## src/rtl/riscv_mc_seq.sv

```systemverilog
// Multi-cycle RISC-V control sequencer.
// Walks each instruction through FETCH, DECODE, EXEC, optional MEM and WB,
// raises the datapath strobes for each step, counts retired instructions
// and parks in HALT on EBREAK or an unrecognised opcode.
module riscv_mc_seq (
  input  logic        clk,
  input  logic        rst_n,
  input  logic [6:0]  opcode,
  input  logic        is_ebreak,
  input  logic        mem_read,
  input  logic        mem_write,
  input  logic        reg_write,
  input  logic        imem_gnt,
  input  logic        dmem_gnt,
  output logic        imem_req,
  output logic        ir_we,
  output logic        dmem_req,
  output logic        pc_we,
  output logic        rf_we,
  output logic [2:0]  state,
  output logic        halted,
  output logic        illegal,
  output logic [31:0] instret
);

  localparam logic [2:0] ST_FETCH  = 3'd0;
  localparam logic [2:0] ST_DECODE = 3'd1;
  localparam logic [2:0] ST_EXEC   = 3'd2;
  localparam logic [2:0] ST_MEM    = 3'd3;
  localparam logic [2:0] ST_WB     = 3'd4;
  localparam logic [2:0] ST_HALT   = 3'd5;

  logic [2:0]  state_reg;
  logic [2:0]  state_next;
  logic        illegal_reg;
  logic        illegal_next;
  logic [31:0] instret_reg;
  logic        legal_op;

  // Recognise the base RV32I major opcodes; everything else is illegal.
  always_comb begin
    legal_op = 1'b0;
    case (opcode)
      7'b0110111, 7'b0010111, 7'b1101111, 7'b1100111,
      7'b1100011, 7'b0000011, 7'b0100011, 7'b0010011,
      7'b0110011, 7'b0001111, 7'b1110011: legal_op = 1'b1;
      default:                            legal_op = 1'b0;
    endcase
  end

  // Next-state logic plus the two strobes that react to grants/decode in the same cycle.
  always_comb begin
    state_next   = state_reg;
    illegal_next = illegal_reg;
    ir_we        = 1'b0;
    pc_we        = 1'b0;
    case (state_reg)
      ST_FETCH: begin
        if (imem_gnt) begin
          ir_we      = 1'b1;
          state_next = ST_DECODE;
        end
      end
      ST_DECODE: begin
        if (is_ebreak) begin
          state_next = ST_HALT;
        end else if (!legal_op) begin
          state_next   = ST_HALT;
          illegal_next = 1'b1;
        end else begin
          state_next = ST_EXEC;
        end
      end
      ST_EXEC: begin
        if (mem_read || mem_write) begin
          state_next = ST_MEM;
        end else if (reg_write) begin
          state_next = ST_WB;
        end else begin
          // Branch, FENCE, ECALL: nothing left to do but move the PC.
          pc_we      = 1'b1;
          state_next = ST_FETCH;
        end
      end
      ST_MEM: begin
        if (dmem_gnt) begin
          if (mem_read) begin
            state_next = ST_WB;
          end else begin
            pc_we      = 1'b1;
            state_next = ST_FETCH;
          end
        end
      end
      ST_WB: begin
        pc_we      = 1'b1;
        state_next = ST_FETCH;
      end
      ST_HALT: begin
        state_next = ST_HALT;
      end
      default: begin
        // Unused encodings recover to a fresh fetch.
        state_next = ST_FETCH;
      end
    endcase
  end

  // State, sticky illegal flag and retire counter; reset drops any outstanding request.
  always_ff @(posedge clk or negedge rst_n) begin
    if (!rst_n) begin
      state_reg   <= ST_FETCH;
      illegal_reg <= 1'b0;
      instret_reg <= 32'd0;
    end else begin
      state_reg   <= state_next;
      illegal_reg <= illegal_next;
      if (pc_we) begin
        instret_reg <= instret_reg + 32'd1;
      end
    end
  end

  // Pure state decodes, so they are glitch-free w.r.t. the inputs.
  assign imem_req = (state_reg == ST_FETCH);
  assign dmem_req = (state_reg == ST_MEM);
  assign rf_we    = (state_reg == ST_WB);
  assign halted   = (state_reg == ST_HALT);
  assign illegal  = illegal_reg;
  assign state    = state_reg;
  assign instret  = instret_reg;

endmodule

```

## config.mk

```make
export PLATFORM = sky130hd
export DESIGN_NAME = riscv_mc_seq
export DESIGN_NICKNAME = d
export VERILOG_FILES = /design/src/rtl/riscv_mc_seq.sv
export SDC_FILE = /design/constraint.sdc
export NUM_CORES = 1
export LEC_CHECK = 0
export ABC_AREA = 1
export BUFFER_PORTS_ARGS = -buffer_cell sky130_fd_sc_hd__clkbuf_2
export CORE_ASPECT_RATIO = 0.75
export CORE_MARGIN = 4
export CORE_UTILIZATION = 55
export DETAILED_ROUTE_END_ITERATION = 6
export GPL_ROUTABILITY_DRIVEN = 1
export HOLD_SLACK_MARGIN = 0.1
export PLACE_DENSITY_LB_ADDON = 0.05
export SETUP_SLACK_MARGIN = 0.5
export SYNTH_ARGS = -nofsm -noshare
export SYNTH_HDL_FRONTEND = slang
export SYNTH_SLANG_ARGS = --single-unit
```

## constraint.sdc

```tcl
create_clock -name clk -period 3 [get_ports clk]
set_input_delay 0.45 -clock clk [delete_from_list [all_inputs] [get_ports clk]]
set_output_delay 0.45 -clock clk [all_outputs]
set_load 0.02 [all_outputs]
```

### Word-level counts from Yosys, hierarchy flattened

Cells that the tools add are included.

| word-level totals | value |
|---|---|
| output and inout port bits | 42 |
| word-level logic and storage cells | 45 |
| input port bits | 15 |
| register bits | 36 |

| cells by class | value |
|---|---|
| equal/unequal tests | 18 |
| reduce and logical (&&, ||, !) cells | 5 |
| bitwise logic cells | 2 |
| add/sub/neg operators | 1 |
| muxes and demuxes | 16 |

Operators by type and width:

| kind | count |
|---|---|
| 32-bit by 1-bit adder with 32-bit output (second input constant) | 1 |
| 7-bit equality test (second input constant) | 4 |
| 7-bit by 6-bit equality test with 1-bit output (second input constant) | 3 |
| 3-bit two-way mux | 7 |
| 3-bit case mux with 5 select lines | 1 |
| 7-bit by 5-bit equality test with 1-bit output (second input constant) | 2 |
| 11-bit OR reduction | 1 |
| 7-bit by 2-bit equality test with 1-bit output (second input constant) | 1 |
| 7-bit by 4-bit equality test with 1-bit output (second input constant) | 1 |
| 1-bit two-way mux | 7 |
| 3-bit by 2-bit equality test with 1-bit output (second input constant) | 2 |
| 3-bit equality test (second input constant) | 2 |
| 2-bit inequality test (second input constant) | 2 |
| 3-bit by 1-bit equality test with 1-bit output (second input constant) | 1 |
| 3-bit zero test | 1 |
| 1-bit case mux with 3 select lines | 1 |
| 3-bit AND reduction | 1 |
| 1-bit NOT | 2 |
| 2-bit AND reduction | 1 |
| 1-bit logical OR | 1 |

### Logic depth before layout (Yosys ltp)

| depth | value |
|---|---|
| depth after elaboration | 6 |
| mapped depth | 10 |
| mapped depth without buffers | 10 |

### Least setup slack after synthesis

No wires, ideal clock.

| timing path | value |
|---|---|
| kind | flip-flop to output port |
| from | register state_reg[2], in the netlist state[2] |
| to | output ir_we |
| stages on the path, launching flop included | 4 |
| buffers on the path | 0 |
| arrival time | 1.574 ns |
| path slack | 0.976 ns |
| cell sequence | dfrtp_1 > nor3_1 > inv_1 > nor2_1 |

| on the way | value |
|---|---|
| cells in the longest elaborated chain, start to end | 2 |

Ends and longest elaborated chain:

| what | line | text |
|---|---|---|
| start: declaration | 33 | `logic [2:0] state_reg;` |
| start signal: assignment | 116 | `state_reg <= state_next;` |
| 3-bit zero test | - |  |
| named net imem_req | 15 | `output logic imem_req,` |
| 1-bit two-way mux | 57 | `case (state_reg)` |
| end: declaration | 16 | `output logic ir_we,` |

The timed path passes the listed nets, and every way through them passes these cells.

### Final worst setup path

| timing path | value |
|---|---|
| from | register state_reg[2], in the netlist state[2] |
| to | output pc_we |

| on the way | value |
|---|---|
| cells in the longest elaborated chain, start to end | 2 |

Ends and longest elaborated chain:

| what | line | text |
|---|---|---|
| 3-bit equality test / 3-bit by 2-bit equality test with 1-bit output (equally long branches) | 57 |  |
| 1-bit case mux with 3 select lines (*) | 57 |  |
| end: declaration | 18 | `output logic pc_we,` |

Mark *: on every way between the ends. The rest lies on a longest branch, timed or not.

==> flow_metrics.env <==
export IMPL_avgSynthCellArea_sq_um=6.76
export IMPL_regToRegStartpoint="state[2]"
export IMPL_grt_overflow=0
export IMPL_antenna_found_initial=0
export IMPL_holdCritPathClass="input pin to async pin"
export IMPL_ant_nets=0
export IMPL_dp_final_hpwl_um=4500
export IMPL_route_detailed_drc=0
export IMPL_grt_usage=0.235
export IMPL_synth_nets=362
export IMPL_period_share=0.707
export IMPL_clock_sinks=36
export IMPL_crit_path_cell_trace="nor3_2 > nand3_2 > nand3_4 > clkbuf_2"
export IMPL_multi_input_area_sq_mm=0.00126
export IMPL_diodes=0
export IMPL_synth_top_area_cell="dfrtp_1"
export IMPL_fin_util=0.675
export IMPL_cts_tree="done"
export IMPL_clockRootBuffer="clkbuf_8"
export IMPL_syn_inst=346
export IMPL_route_met2_wl_um=2440
export IMPL_top_layer="met4"
export IMPL_outcome="finished clean"
export IMPL_wl_met3_um=373
export IMPL_yosysSeqAreaShare=0.385
export IMPL_critPathLaunchType="flop"
export IMPL_cts_buffer_depth=2
export IMPL_ys_ff_latch=36
export IMPL_crit_path_end="pc_we"
export IMPL_report_final_slew_viol_count=0
export IMPL_wl_met1_um=2790
export IMPL_yosysWarnings=0
export IMPL_finalClockSkew_ps=6.65
export IMPL_clock_fmax_mhz=472
export IMPL_grt_max_degree=37
export IMPL_core_area_sq_mm=0.00408
export IMPL_synth_commonest_cells="nand2_1, nor2_1, inv_1, dfrtp_1, nand3_1"
export IMPL_endpoint_kind="primary output"
export IMPL_routabilityCongestion=0.871
export IMPL_slowest_delay_ps=450
export IMPL_fill_cells=404
export IMPL_cp_arrival_ps=1670
export IMPL_synth_area_sq_mm=0.00234
export IMPL_ir_drop_v=0.000562
export IMPL_required_ps=2550
export IMPL_p_switching_mw=0.606
export IMPL_yosys_area_top_type_share=0.385
export IMPL_synth_cell_types=27
export IMPL_synthTopCellsByArea="dfrtp_1, nand2_1, nor2_1"
export IMPL_min_period_ps=2120
export IMPL_ff_latch_area_sq_um=901
export IMPL_die_y_um=64.5
export IMPL_leakagePower_nw=1.31
export IMPL_rsz0062_at_grt="false"
export IMPL_grt_first_pass_wirelength_um=10200
export IMPL_grt_pass1_vias=2310
export IMPL_cts_htree_levels=2
export IMPL_slowest_stage="dfrtp_1"
export IMPL_nNetsFinal=422
export IMPL_vias=2327
export IMPL_clk_latency_ps=290
export IMPL_p_int_mw=0.880
export IMPL_clk_pin_slew_ps=70
export IMPL_largest_reg_flops=32
export IMPL_totalWireLength_um=5660
export IMPL_setup_tns_ps=0
export IMPL_path_max_fanout=33
export IMPL_swShare=0.408
export IMPL_worstSetupStartpoint="state[2]"
export IMPL_drive_gt1_frac=0.197
export IMPL_postCtsSetupBuffers=0
export IMPL_numCtsBuffers=5
export IMPL_async_reset_ff_frac=1.00
export IMPL_pwr_share_comb=0.340
export IMPL_yosysMostFrequentCell="nand2_1"
export IMPL_r2r_setup_slack_ps=1230
export IMPL_boundaryPins=57
export IMPL_area_growth_pct=17.6
export IMPL_wl_per_cell_um=12.3
export IMPL_whs_ps=267
export IMPL_yosys_most_used_dff="dfrtp_1"
export IMPL_synth_edf_count=0
export IMPL_dr_pass1_iters=4
export IMPL_r2r_cells=7
export IMPL_die_area_sq_mm=0.00537
export IMPL_cts_hold_buf=0
export IMPL_start_util=0.574
export IMPL_post_cts_resized=0
export IMPL_worst_pin_slew_ps=873
export IMPL_die_w_um=83.3
export IMPL_clkPwrFrac=0.240
export IMPL_timing_rr_end="instret[15]"
export IMPL_routed_via_density=5.04
export IMPL_pwr_density_cell_mw_per_mm2=540
export IMPL_maxSlewHeadroom=0.418
export IMPL_critical_path_class="flop to primary output"
export IMPL_sequentialPowerShare=0.421
export IMPL_fp_row_count=20
export IMPL_hold_violations=0
export IMPL_setup_viol=0
export IMPL_io_buffers=56
export IMPL_max_cap_violations=0
export IMPL_drt_iter0_drc=135
==> layer usage <==
layer | vias to the layer above | global-route usage
met5 | - | 0
met4 | 0 | 0.0776
met3 | 7 | 0.0572
met2 | 68 | 0.363
met1 | 1061 | 0.325
li1 | 1191 | -
==> logic make-up after synthesis <==
logic type      after synthesis  synth area share
xor+xnor                     18            0.0674
compound gates               13            0.0294
fa+ha+maj                     1           0.00535
simple gates                236             0.437
buf+inv                      42            0.0759
flops                        36             0.385
==> power groups by stage <==
stage	clock [mW]	combinational [mW]	sequential, mW
5_1_grt	0.388	0.565	0.638
3_5_place_dp	0	0.505	0.635
4_1_cts	0.365	0.508	0.625
2_1_floorplan	0	0.318	0.680
6_report	0.356	0.505	0.625
3_3_place_gp	0	0.497	0.631
==> cells in the final DEF (no fill, tap or decap) <==
cell	netlist	routed
nor2_4	1	1
nand3_2	2	2
and2_1	1	1
xnor2_1	14	14
clkbuf_2	0	56
a31o_2	1	1
nand2_1	133	133
xor2_1	4	4
inv_1	37	37
nor2_2	6	6
clkbuf_8	0	6
clkbuf_1	0	2
nor2_1	55	55
nand3_4	1	1
dfrtp_1	36	36
nor3_2	2	2
o21ai_0	9	9
buf_4	1	1
inv_2	1	1
o21ai_1	1	1
a21oi_1	2	2
nand4_1	8	8
nand3_1	15	15
nor3b_1	1	1
ha_1	1	1
nand3b_1	5	5
nor3_1	3	3
nand2_2	3	3
==> stage by stage <==
stage	cell area [sq um]	setup slack [ps]	power (mW)	cells
2_1_floorplan	2340	976	0.998	346
3_3_place_gp	2660	1180	1.13	454
3_5_place_dp	2660	1150	1.14	454
4_1_cts	2750	868	1.50	462
5_1_grt	2750	736	1.59	462
6_report	2750	880	1.49	462
==> critical path, delay by kind of cell (launching register included) <==
kind,cells,cell delay [ps]
simple gates,3,680
flops,1,450
buf+inv,1,240
==> worst min path at each step <==
stage	depth (start not counted)	endpoint	slack, ps
finish	1	instret[17]	270
global route	1	instret[16]	350
CTS	1	instret[14]	300
detailed placement	1	illegal	450
global placement	1	illegal	460
floorplan	0	illegal	150
==> area by class of cell <==
type,instances,area share
Sequential cell,36,0.327
Inverter,38,0.0518
Timing Repair Buffer,57,0.105
Multi-Input combinational cell,268,0.458
Clock buffer,8,0.0327
Tap cell,55,0.0250
No activity file was read; power rests on OpenSTA's default activity.
